==> config.mk <==
export PLATFORM = sky130hd
export DESIGN_NAME = alu_issue_ctrl
export DESIGN_NICKNAME = d
export VERILOG_FILES = /design/src/rtl/alu_pkg.sv /design/src/rtl/alu_issue_ctrl_cond_check.sv /design/src/rtl/alu_issue_ctrl.sv
export SDC_FILE = /design/constraint.sdc
export NUM_CORES = 1
export LEC_CHECK = 0
export ABC_CLOCK_PERIOD_IN_PS = 5200
export CAP_MARGIN = 20
export CORE_ASPECT_RATIO = 1.1
export CORE_UTILIZATION = 48
export CTS_BUF_LIST = sky130_fd_sc_hd__clkbuf_8
export CTS_CLUSTER_DIAMETER = 120
export DETAILED_ROUTE_END_ITERATION = 10
export PLACE_DENSITY = 0.88
export SLEW_MARGIN = 20
export SYNTH_ARGS = -nofsm -noshare
export SYNTH_HDL_FRONTEND = slang
export SYNTH_SLANG_ARGS = --single-unit
==> constraint.sdc <==
create_clock -name clk -period 5.2 [get_ports clk]
set_input_delay 1.56 -clock clk [delete_from_list [all_inputs] [get_ports clk]]
set_output_delay 1.56 -clock clk [all_outputs]
set_load 0.005 [all_outputs]
==> src/rtl/alu_pkg.sv <==
// -----------------------------------------------------------------------------
// alu_pkg
// Shared definitions for the data-processing ALU and its issue controller:
//   - ALU opcode constants (codebase encoding, 0x00..0x0E plus SHIFT at 0x13)
//   - flag bit indices into a 4-bit NZCV vector ([0]N [1]Z [2]C [3]V)
//   - ARM data-processing opcode and condition-code enums
//   - issue controller state enum
//   - small helpers: 32-bit rotate-right and ARM-op -> ALU-opcode mapping
// -----------------------------------------------------------------------------
package alu_pkg;

    localparam logic [4:0] ALU_AND   = 5'h00;
    localparam logic [4:0] ALU_EOR   = 5'h01;
    localparam logic [4:0] ALU_SUB   = 5'h02;
    localparam logic [4:0] ALU_RSB   = 5'h03;
    localparam logic [4:0] ALU_ADD   = 5'h04;
    localparam logic [4:0] ALU_ADC   = 5'h05;
    localparam logic [4:0] ALU_SBC   = 5'h06;
    localparam logic [4:0] ALU_RSC   = 5'h07;
    localparam logic [4:0] ALU_TST   = 5'h08;
    localparam logic [4:0] ALU_TEQ   = 5'h09;
    localparam logic [4:0] ALU_CMP   = 5'h0A;
    localparam logic [4:0] ALU_CMN   = 5'h0B;
    localparam logic [4:0] ALU_ORR   = 5'h0C;
    localparam logic [4:0] ALU_BIC   = 5'h0D;
    localparam logic [4:0] ALU_MVN   = 5'h0E;
    localparam logic [4:0] ALU_SHIFT = 5'h13;

    // Bit positions inside any NZCV vector (alu_flags, cpsr_flags).
    localparam int NEG = 0;
    localparam int ZER = 1;
    localparam int CAR = 2;
    localparam int OVR = 3;

    typedef enum logic [3:0] {
        COND_EQ = 4'h0, COND_NE = 4'h1, COND_CS = 4'h2, COND_CC = 4'h3,
        COND_MI = 4'h4, COND_PL = 4'h5, COND_VS = 4'h6, COND_VC = 4'h7,
        COND_HI = 4'h8, COND_LS = 4'h9, COND_GE = 4'hA, COND_LT = 4'hB,
        COND_GT = 4'hC, COND_LE = 4'hD, COND_AL = 4'hE, COND_NV = 4'hF
    } cond_e;

    typedef enum logic [3:0] {
        DP_AND = 4'h0, DP_EOR = 4'h1, DP_SUB = 4'h2, DP_RSB = 4'h3,
        DP_ADD = 4'h4, DP_ADC = 4'h5, DP_SBC = 4'h6, DP_RSC = 4'h7,
        DP_TST = 4'h8, DP_TEQ = 4'h9, DP_CMP = 4'hA, DP_CMN = 4'hB,
        DP_ORR = 4'hC, DP_MOV = 4'hD, DP_BIC = 4'hE, DP_MVN = 4'hF
    } dp_op_e;

    typedef enum logic [1:0] {
        IDLE = 2'd0,
        EXEC = 2'd1,
        WB   = 2'd2
    } state_e;

    // Rotate right by 0..31; duplicating the word lets one shift do the wrap.
    function automatic logic [31:0] ror32(input logic [31:0] val, input logic [4:0] amt);
        logic [63:0] dbl;
        dbl = {val, val} >> amt;
        return dbl[31:0];
    endfunction

    // ARM ops 0..C map straight through; MOV reuses ORR with a zero a-operand.
    function automatic logic [4:0] map_opcode(input logic [3:0] op);
        logic [4:0] code;
        case (op)
            DP_MOV:  code = ALU_ORR;
            DP_BIC:  code = ALU_BIC;
            DP_MVN:  code = ALU_MVN;
            default: code = {1'b0, op};
        endcase
        return code;
    endfunction

endpackage

==> src/rtl/alu_issue_ctrl_cond_check.sv <==
// -----------------------------------------------------------------------------
// cond_check
// Combinational ARM condition-code evaluator.
//   cond_i [3:0]  condition field of the instruction
//   nzcv_i [3:0]  current flags, [0]N [1]Z [2]C [3]V
//   pass_o        1 when the instruction should execute
// -----------------------------------------------------------------------------
module cond_check
    import alu_pkg::*;
(
    input  logic [3:0] cond_i,
    input  logic [3:0] nzcv_i,
    output logic       pass_o
);

    logic n_s;
    logic z_s;
    logic c_s;
    logic v_s;

    assign n_s = nzcv_i[NEG];
    assign z_s = nzcv_i[ZER];
    assign c_s = nzcv_i[CAR];
    assign v_s = nzcv_i[OVR];

    // Condition table; NV (1111) never executes.
    always_comb begin
        pass_o = 1'b0;
        case (cond_e'(cond_i))
            COND_EQ: pass_o = z_s;
            COND_NE: pass_o = ~z_s;
            COND_CS: pass_o = c_s;
            COND_CC: pass_o = ~c_s;
            COND_MI: pass_o = n_s;
            COND_PL: pass_o = ~n_s;
            COND_VS: pass_o = v_s;
            COND_VC: pass_o = ~v_s;
            COND_HI: pass_o = c_s & ~z_s;
            COND_LS: pass_o = ~c_s | z_s;
            COND_GE: pass_o = (n_s == v_s);
            COND_LT: pass_o = (n_s != v_s);
            COND_GT: pass_o = ~z_s & (n_s == v_s);
            COND_LE: pass_o = z_s | (n_s != v_s);
            COND_AL: pass_o = 1'b1;
            default: pass_o = 1'b0;
        endcase
    end

endmodule

==> src/rtl/alu_issue_ctrl.sv <==
// -----------------------------------------------------------------------------
// alu_issue_ctrl
// Issues ARM data-processing instructions to the ALU, one at a time:
// IDLE accepts a word, EXEC drives the ALU and decides (illegal / cond fail /
// execute), WB holds the Rd writeback until the register file accepts it.
// Ports:
//   clk, reset_n                 clock, async active-low reset
//   instr_valid/instr/instr_ready instruction handshake (ready only in IDLE)
//   rn_addr/rn_data, rm_addr/rm_data  register-file read ports
//   alu_a/alu_b/alu_opcode        ALU drive (held outside EXEC)
//   alu_c/alu_flags               ALU result and NZCV
//   wb_valid/wb_addr/wb_data/wb_ready  Rd writeback handshake
//   cpsr_flags                    current NZCV
//   illegal                       one-cycle pulse for a consumed illegal word
// -----------------------------------------------------------------------------
module alu_issue_ctrl
    import alu_pkg::*;
(
    input  logic        clk,
    input  logic        reset_n,
    input  logic        instr_valid,
    input  logic [31:0] instr,
    output logic        instr_ready,
    output logic [3:0]  rn_addr,
    input  logic [31:0] rn_data,
    output logic [3:0]  rm_addr,
    input  logic [31:0] rm_data,
    output logic [31:0] alu_a,
    output logic [31:0] alu_b,
    output logic [4:0]  alu_opcode,
    input  logic [31:0] alu_c,
    input  logic [3:0]  alu_flags,
    output logic        wb_valid,
    output logic [3:0]  wb_addr,
    output logic [31:0] wb_data,
    input  logic        wb_ready,
    output logic [3:0]  cpsr_flags,
    output logic        illegal
);

    state_e      state_q, state_d;
    logic [31:0] instr_q, instr_d;
    logic [3:0]  cpsr_q, cpsr_d;
    logic [3:0]  wb_addr_q, wb_addr_d;
    logic [31:0] wb_data_q, wb_data_d;
    logic        illegal_q, illegal_d;
    logic [31:0] alu_a_q, alu_a_d;
    logic [31:0] alu_b_q, alu_b_d;
    logic [4:0]  alu_op_q, alu_op_d;

    logic [3:0]  op_s;
    logic        imm_s;
    logic        s_bit_s;
    logic [3:0]  rd_s;
    logic        is_cmp_s;
    logic        is_carry_op_s;
    logic        cv_upd_s;
    logic        illegal_s;
    logic        cond_pass_s;
    logic [31:0] op2_s;
    logic [31:0] exec_a_s;
    logic [4:0]  exec_op_s;

    assign op_s    = instr_q[24:21];
    assign imm_s   = instr_q[25];
    assign s_bit_s = instr_q[20];
    assign rd_s    = instr_q[15:12];

    // TST/TEQ/CMP/CMN occupy 8..B.
    assign is_cmp_s      = (op_s[3:2] == 2'b10);
    assign is_carry_op_s = (op_s == DP_ADC) || (op_s == DP_SBC) || (op_s == DP_RSC);
    // Only the add/subtract family produces meaningful C and V.
    assign cv_upd_s      = (op_s == DP_SUB) || (op_s == DP_RSB) || (op_s == DP_ADD) ||
                           (op_s == DP_CMP) || (op_s == DP_CMN);

    // Register-shifted / shift-immediate operand2 forms are not supported.
    assign illegal_s = (instr_q[27:26] != 2'b00)
                     | is_carry_op_s
                     | (~imm_s & (instr_q[11:4] != 8'd0))
                     | (~is_cmp_s & (rd_s == 4'd15))
                     | (is_cmp_s & ~s_bit_s);

    assign op2_s     = imm_s ? ror32({24'd0, instr_q[7:0]}, {instr_q[11:8], 1'b0}) : rm_data;
    assign exec_a_s  = (op_s == DP_MOV) ? 32'd0 : rn_data;
    assign exec_op_s = map_opcode(op_s);

    cond_check u_cond_check (
        .cond_i (instr_q[31:28]),
        .nzcv_i (cpsr_q),
        .pass_o (cond_pass_s)
    );

    assign instr_ready = (state_q == IDLE);
    assign rn_addr     = instr_q[19:16];
    assign rm_addr     = instr_q[3:0];
    // Live drive during EXEC (rn/rm reads are combinational); last value otherwise.
    assign alu_a       = (state_q == EXEC) ? exec_a_s  : alu_a_q;
    assign alu_b       = (state_q == EXEC) ? op2_s     : alu_b_q;
    assign alu_opcode  = (state_q == EXEC) ? exec_op_s : alu_op_q;
    assign wb_valid    = (state_q == WB);
    assign wb_addr     = wb_addr_q;
    assign wb_data     = wb_data_q;
    assign cpsr_flags  = cpsr_q;
    assign illegal     = illegal_q;

    // Next-state, flag and writeback decisions for the serial issue FSM.
    always_comb begin
        state_d   = state_q;
        instr_d   = instr_q;
        cpsr_d    = cpsr_q;
        wb_addr_d = wb_addr_q;
        wb_data_d = wb_data_q;
        illegal_d = 1'b0;
        alu_a_d   = alu_a_q;
        alu_b_d   = alu_b_q;
        alu_op_d  = alu_op_q;
        case (state_q)
            IDLE: begin
                if (instr_valid) begin
                    instr_d = instr;
                    state_d = EXEC;
                end else begin
                    state_d = IDLE;
                end
            end
            EXEC: begin
                alu_a_d  = exec_a_s;
                alu_b_d  = op2_s;
                alu_op_d = exec_op_s;
                state_d  = IDLE;
                // Illegal wins over the condition check.
                if (illegal_s) begin
                    illegal_d = 1'b1;
                end else if (cond_pass_s) begin
                    if (s_bit_s) begin
                        cpsr_d[NEG] = alu_flags[NEG];
                        cpsr_d[ZER] = alu_flags[ZER];
                        if (cv_upd_s) begin
                            cpsr_d[CAR] = alu_flags[CAR];
                            cpsr_d[OVR] = alu_flags[OVR];
                        end else begin
                            cpsr_d[CAR] = cpsr_q[CAR];
                            cpsr_d[OVR] = cpsr_q[OVR];
                        end
                    end else begin
                        cpsr_d = cpsr_q;
                    end
                    if (!is_cmp_s) begin
                        wb_addr_d = rd_s;
                        wb_data_d = alu_c;
                        state_d   = WB;
                    end else begin
                        state_d = IDLE;
                    end
                end else begin
                    state_d = IDLE;
                end
            end
            WB: begin
                if (wb_ready) begin
                    state_d = IDLE;
                end else begin
                    state_d = WB;
                end
            end
            default: state_d = IDLE;
        endcase
    end

    // State, latched instruction, flags, writeback and held ALU drive.
    always_ff @(posedge clk or negedge reset_n) begin
        if (!reset_n) begin
            state_q   <= IDLE;
            instr_q   <= 32'd0;
            cpsr_q    <= 4'd0;
            wb_addr_q <= 4'd0;
            wb_data_q <= 32'd0;
            illegal_q <= 1'b0;
            alu_a_q   <= 32'd0;
            alu_b_q   <= 32'd0;
            alu_op_q  <= 5'd0;
        end else begin
            state_q   <= state_d;
            instr_q   <= instr_d;
            cpsr_q    <= cpsr_d;
            wb_addr_q <= wb_addr_d;
            wb_data_q <= wb_data_d;
            illegal_q <= illegal_d;
            alu_a_q   <= alu_a_d;
            alu_b_q   <= alu_b_d;
            alu_op_q  <= alu_op_d;
        end
    end

endmodule
==> results.yml <==
global_routing:
  grt_pass1_wl_um: 28200
  vias_in_the_first_global_route: 5365
  grt-ovfl-total: 0
  grt_use_total_pct: 26.9
  initial_antenna_violation_count: 0
  grt_max_degree: 114
critical_path:
  critical-path-slowest-cell: "sky130_fd_sc_hd__clkdlybuf4s50_1"
  worst_setup_path_start_kind: "input port"
  worstSetupEndpointType: "primary output"
  critPathTopFamily: "buffers and inverters"
  timing.critical_path.from: "rm_data[7]"
  critical-path-max-stage-delay_ps: 470
  maximum_fanout_encountered_on_the_critical_timing_path: 2
  worstPathCellList: "clkdlybuf4s50_1 -> a221oi_1 -> a21oi_1 -> clkdlybuf4s50_1"
  crit_path_frequent_cell: "sky130_fd_sc_hd__clkdlybuf4s50_1"
  worst_r2r_startpoint: "instr_q[10]$_DFFE_PN0P_"
  worstSetupPathType: "input port to primary output"
  critical_path_required_ps: 3640
  worst-endpoint-arrival_ps: 3050
  worstPathBufferInverterCount: 2
floorplan:
  dieArea_mm2: 0.0137
  initial_utilization_pct: 49.8
  placementRows: 43
  ioPinCount: 256
  core_region_area_mm2: 0.0128
  floorplan.die.height_um: 123
  die_w_um: 112
clocking:
  postCtsHoldBufs: 0
  clock-root-buffer: "sky130_fd_sc_hd__clkbuf_8"
  insertion_delay_ps: 450
  numCtsBuffers: 17
  cts.repair_timing.setup_buffer_count: 0
  cts_resized: 0
  cts_tree: "done"
  cts_num_sinks: 144
  clk_transition_reported_paths_ps: 80
  htree_levels: 4
  cts-root-to-sink-buffers: 2
timing:
  timing.final.crit_period_ps: 4610
  relSlewSlack_pct: 39.9
  timing.clock.skew_ps: 11.0
  final_worst_setup_slack_ps: 589
  period_share_pct: 88.7
  final-max-slew-violation-count: 0
  worst_slew_pin_slew_ps: 900
  final_hold_violation_count: 0
  report.final.setup_viol: 0
  rsz0062_at_grt: "no"
  clock.fmax_mhz: 217
  final.setup.tns_ps: 0
layout:
  most-common-layout-cells: "254 x sky130_fd_sc_hd__clkdlybuf4s50_1, 144 x sky130_fd_sc_hd__dfrtp_1, 53 x sky130_fd_sc_hd__nor2_1, 43 x sky130_fd_sc_hd__mux2_2, 33 x sky130_fd_sc_hd__nand2_1"
  design.final.nets: 904
  antennaDiodeCount: 0
  drive_above_1_share_pct: 15.0
  syn_to_final_growth_pct: 47.7
  mostFrequentLayoutCell: "sky130_fd_sc_hd__clkdlybuf4s50_1"
  post-route-util_pct: 73.5
routing:
  antenna_violating_nets_left: 0
  wirelength_um: 18300
  remaining_drc_errors: 19
  wire_per_inst_um: 19.5
  avgViaCountPerCell: 5.61
  vias_after_detailed_routing: 5260
  drtIter0Drc: 316
  drt-pass1-iter-count: 11
logic_synthesis:
  syn-mean-instance-area_um2: 12.0
  netlist-cell-type-count: 43
  synth_fp_nets: 669
  synth_warnings: 0
  synth_edf_count: 0
  syn_inst: 533
  ys.flop_type: "sky130_fd_sc_hd__dfrtp_1"
  synthArstFlopShare_pct: 100
  ys_seq_area_share_pct: 56.5
  synthesis.area_mm2: 0.00637
  yosys_register_bits: 144
placement:
  place_congestion: 0.882
  place_hpwl_um: 12800
  post_placement_setup_slack_ps: 660
  buffer_ports.inserted: 255
status:
  failing_checks: "design-rule violations"
  result_of_the_run: "finished, violations left"
job:
  drv_cap: 0
min_path:
  min-delay-start: "alu_op_q[3]$_DFF_PN0_"
  hold_class: "register to register"
pwr:
  power_density_mw_per_mm2: 462
  static-leakage-power_nw: 4.01
  worst_ir_drop_vdd_uv: 309
## path summary, 6_finish.rpt
check	slack [ps]	cells past startpoint	end
min in group asynchronous	1230	1	cpsr_flags[1]$_DFFE_PN0P_
worst max register to register	2030	5	wb_data[24]$_DFFE_PN0P_
worst max-delay path	590	4	alu_b[7]
max in group asynchronous	2950	2	wb_data[15]$_DFFE_PN0P_
worst min-delay path	480	2	alu_op_q[3]$_DFF_PN0_
worst min register to register	480	2	alu_op_q[3]$_DFF_PN0_
## worst reg2reg max path, cell delays in order (launching register included)
cell and delay [ps]:
sky130_fd_sc_hd__dfrtp_1 690, sky130_fd_sc_hd__nor2_1 390, sky130_fd_sc_hd__a31oi_1 190, sky130_fd_sc_hd__nor3_1 410, sky130_fd_sc_hd__nand4_4 760, sky130_fd_sc_hd__mux2_4 610
## metrics by stage
stage               std cells  hold WS [ps]  instance area, um2  total power, W
floorplan                 533           462                6370         0.00240
global placement          906           456                8950         0.00328
detailed placement        906           462                8950         0.00335
CTS                       938           486                9410         0.00437
global route              938           509                9410         0.00457
finish                    938           478                9410         0.00435
## final cells by class
cell class | count | area (um2)
timing repair buffer | 261 | 2600
tap | 157 | 196
fill | 853 | 3390
multi-input combinational | 342 | 2550
inverter | 2 | 7.51
sequential | 144 | 3600
clock buffer | 20 | 275
clock inverter | 12 | 180
## state kept, by name (all words and copies together) (netlist names)
register / count
illegal: 1
alu_b_q: 32
state_q: 2
instr_q: 32
alu_a_q: 32
alu_op_q: 5
wb_addr: 4
cpsr_flags: 4
wb_data: 32
## power by group
group	leakage, nW	internal (W)	switching (W)	total (W)
clock network	0.226	0.000564	0.000437	0.00100
registers	1.72	0.00147	0.000242	0.00171
logic	2.06	0.00102	0.000613	0.00163
## synth_stat cells, types with 2 or more instances
library cell,count,area share (%)
sky130_fd_sc_hd__nor3_1,8,0.63
sky130_fd_sc_hd__nor2b_1,5,0.49
sky130_fd_sc_hd__buf_2,2,0.16
sky130_fd_sc_hd__a22oi_1,2,0.24
sky130_fd_sc_hd__o221ai_1,4,0.55
sky130_fd_sc_hd__o22ai_1,4,0.39
sky130_fd_sc_hd__clkbuf_1,30,1.8
sky130_fd_sc_hd__o21ai_0,23,1.8
sky130_fd_sc_hd__a221oi_1,17,2.3
sky130_fd_sc_hd__a41oi_1,2,0.27
sky130_fd_sc_hd__and2_1,4,0.39
sky130_fd_sc_hd__a22o_1,32,4.4
sky130_fd_sc_hd__o21a_1,4,0.47
sky130_fd_sc_hd__dfrtp_1,144,57
sky130_fd_sc_hd__nand2_1,33,1.9
sky130_fd_sc_hd__mux2i_1,10,1.6
sky130_fd_sc_hd__or3_1,2,0.20
sky130_fd_sc_hd__nor2_1,53,3.1
sky130_fd_sc_hd__nand3b_1,3,0.35
sky130_fd_sc_hd__a21oi_1,30,2.4
sky130_fd_sc_hd__mux2_4,29,6.8
sky130_fd_sc_hd__mux2_2,43,7.6
sky130_fd_sc_hd__nor3b_1,2,0.24
sky130_fd_sc_hd__buf_6,4,0.71
sky130_fd_sc_hd__nand2b_1,10,0.98
sky130_fd_sc_hd__buf_4,8,0.94
sky130_fd_sc_hd__nand3_1,9,0.71
## routing by layer
layer | vias up | wire length (um) | GRT usage [%]
met1 | 2580 | 6930 | 31.3
met3 | 36 | 1690 | 9.58
met5 | - | 0 | 0
li1 | 2382 | - | -
met2 | 262 | 9280 | 46.5
met4 | 0 | 345 | 8.45
## cells by family after synthesis
kind of cell | share of synthesized area (%)
XOR/XNOR | 0.275
AO/OA/AOI/OAI | 13.3
flip-flops | 56.5
buffers and inverters | 3.75
AND/OR/NAND/NOR | 10.2
multiplexers | 16.0
(Power assumes the default switching activity.)
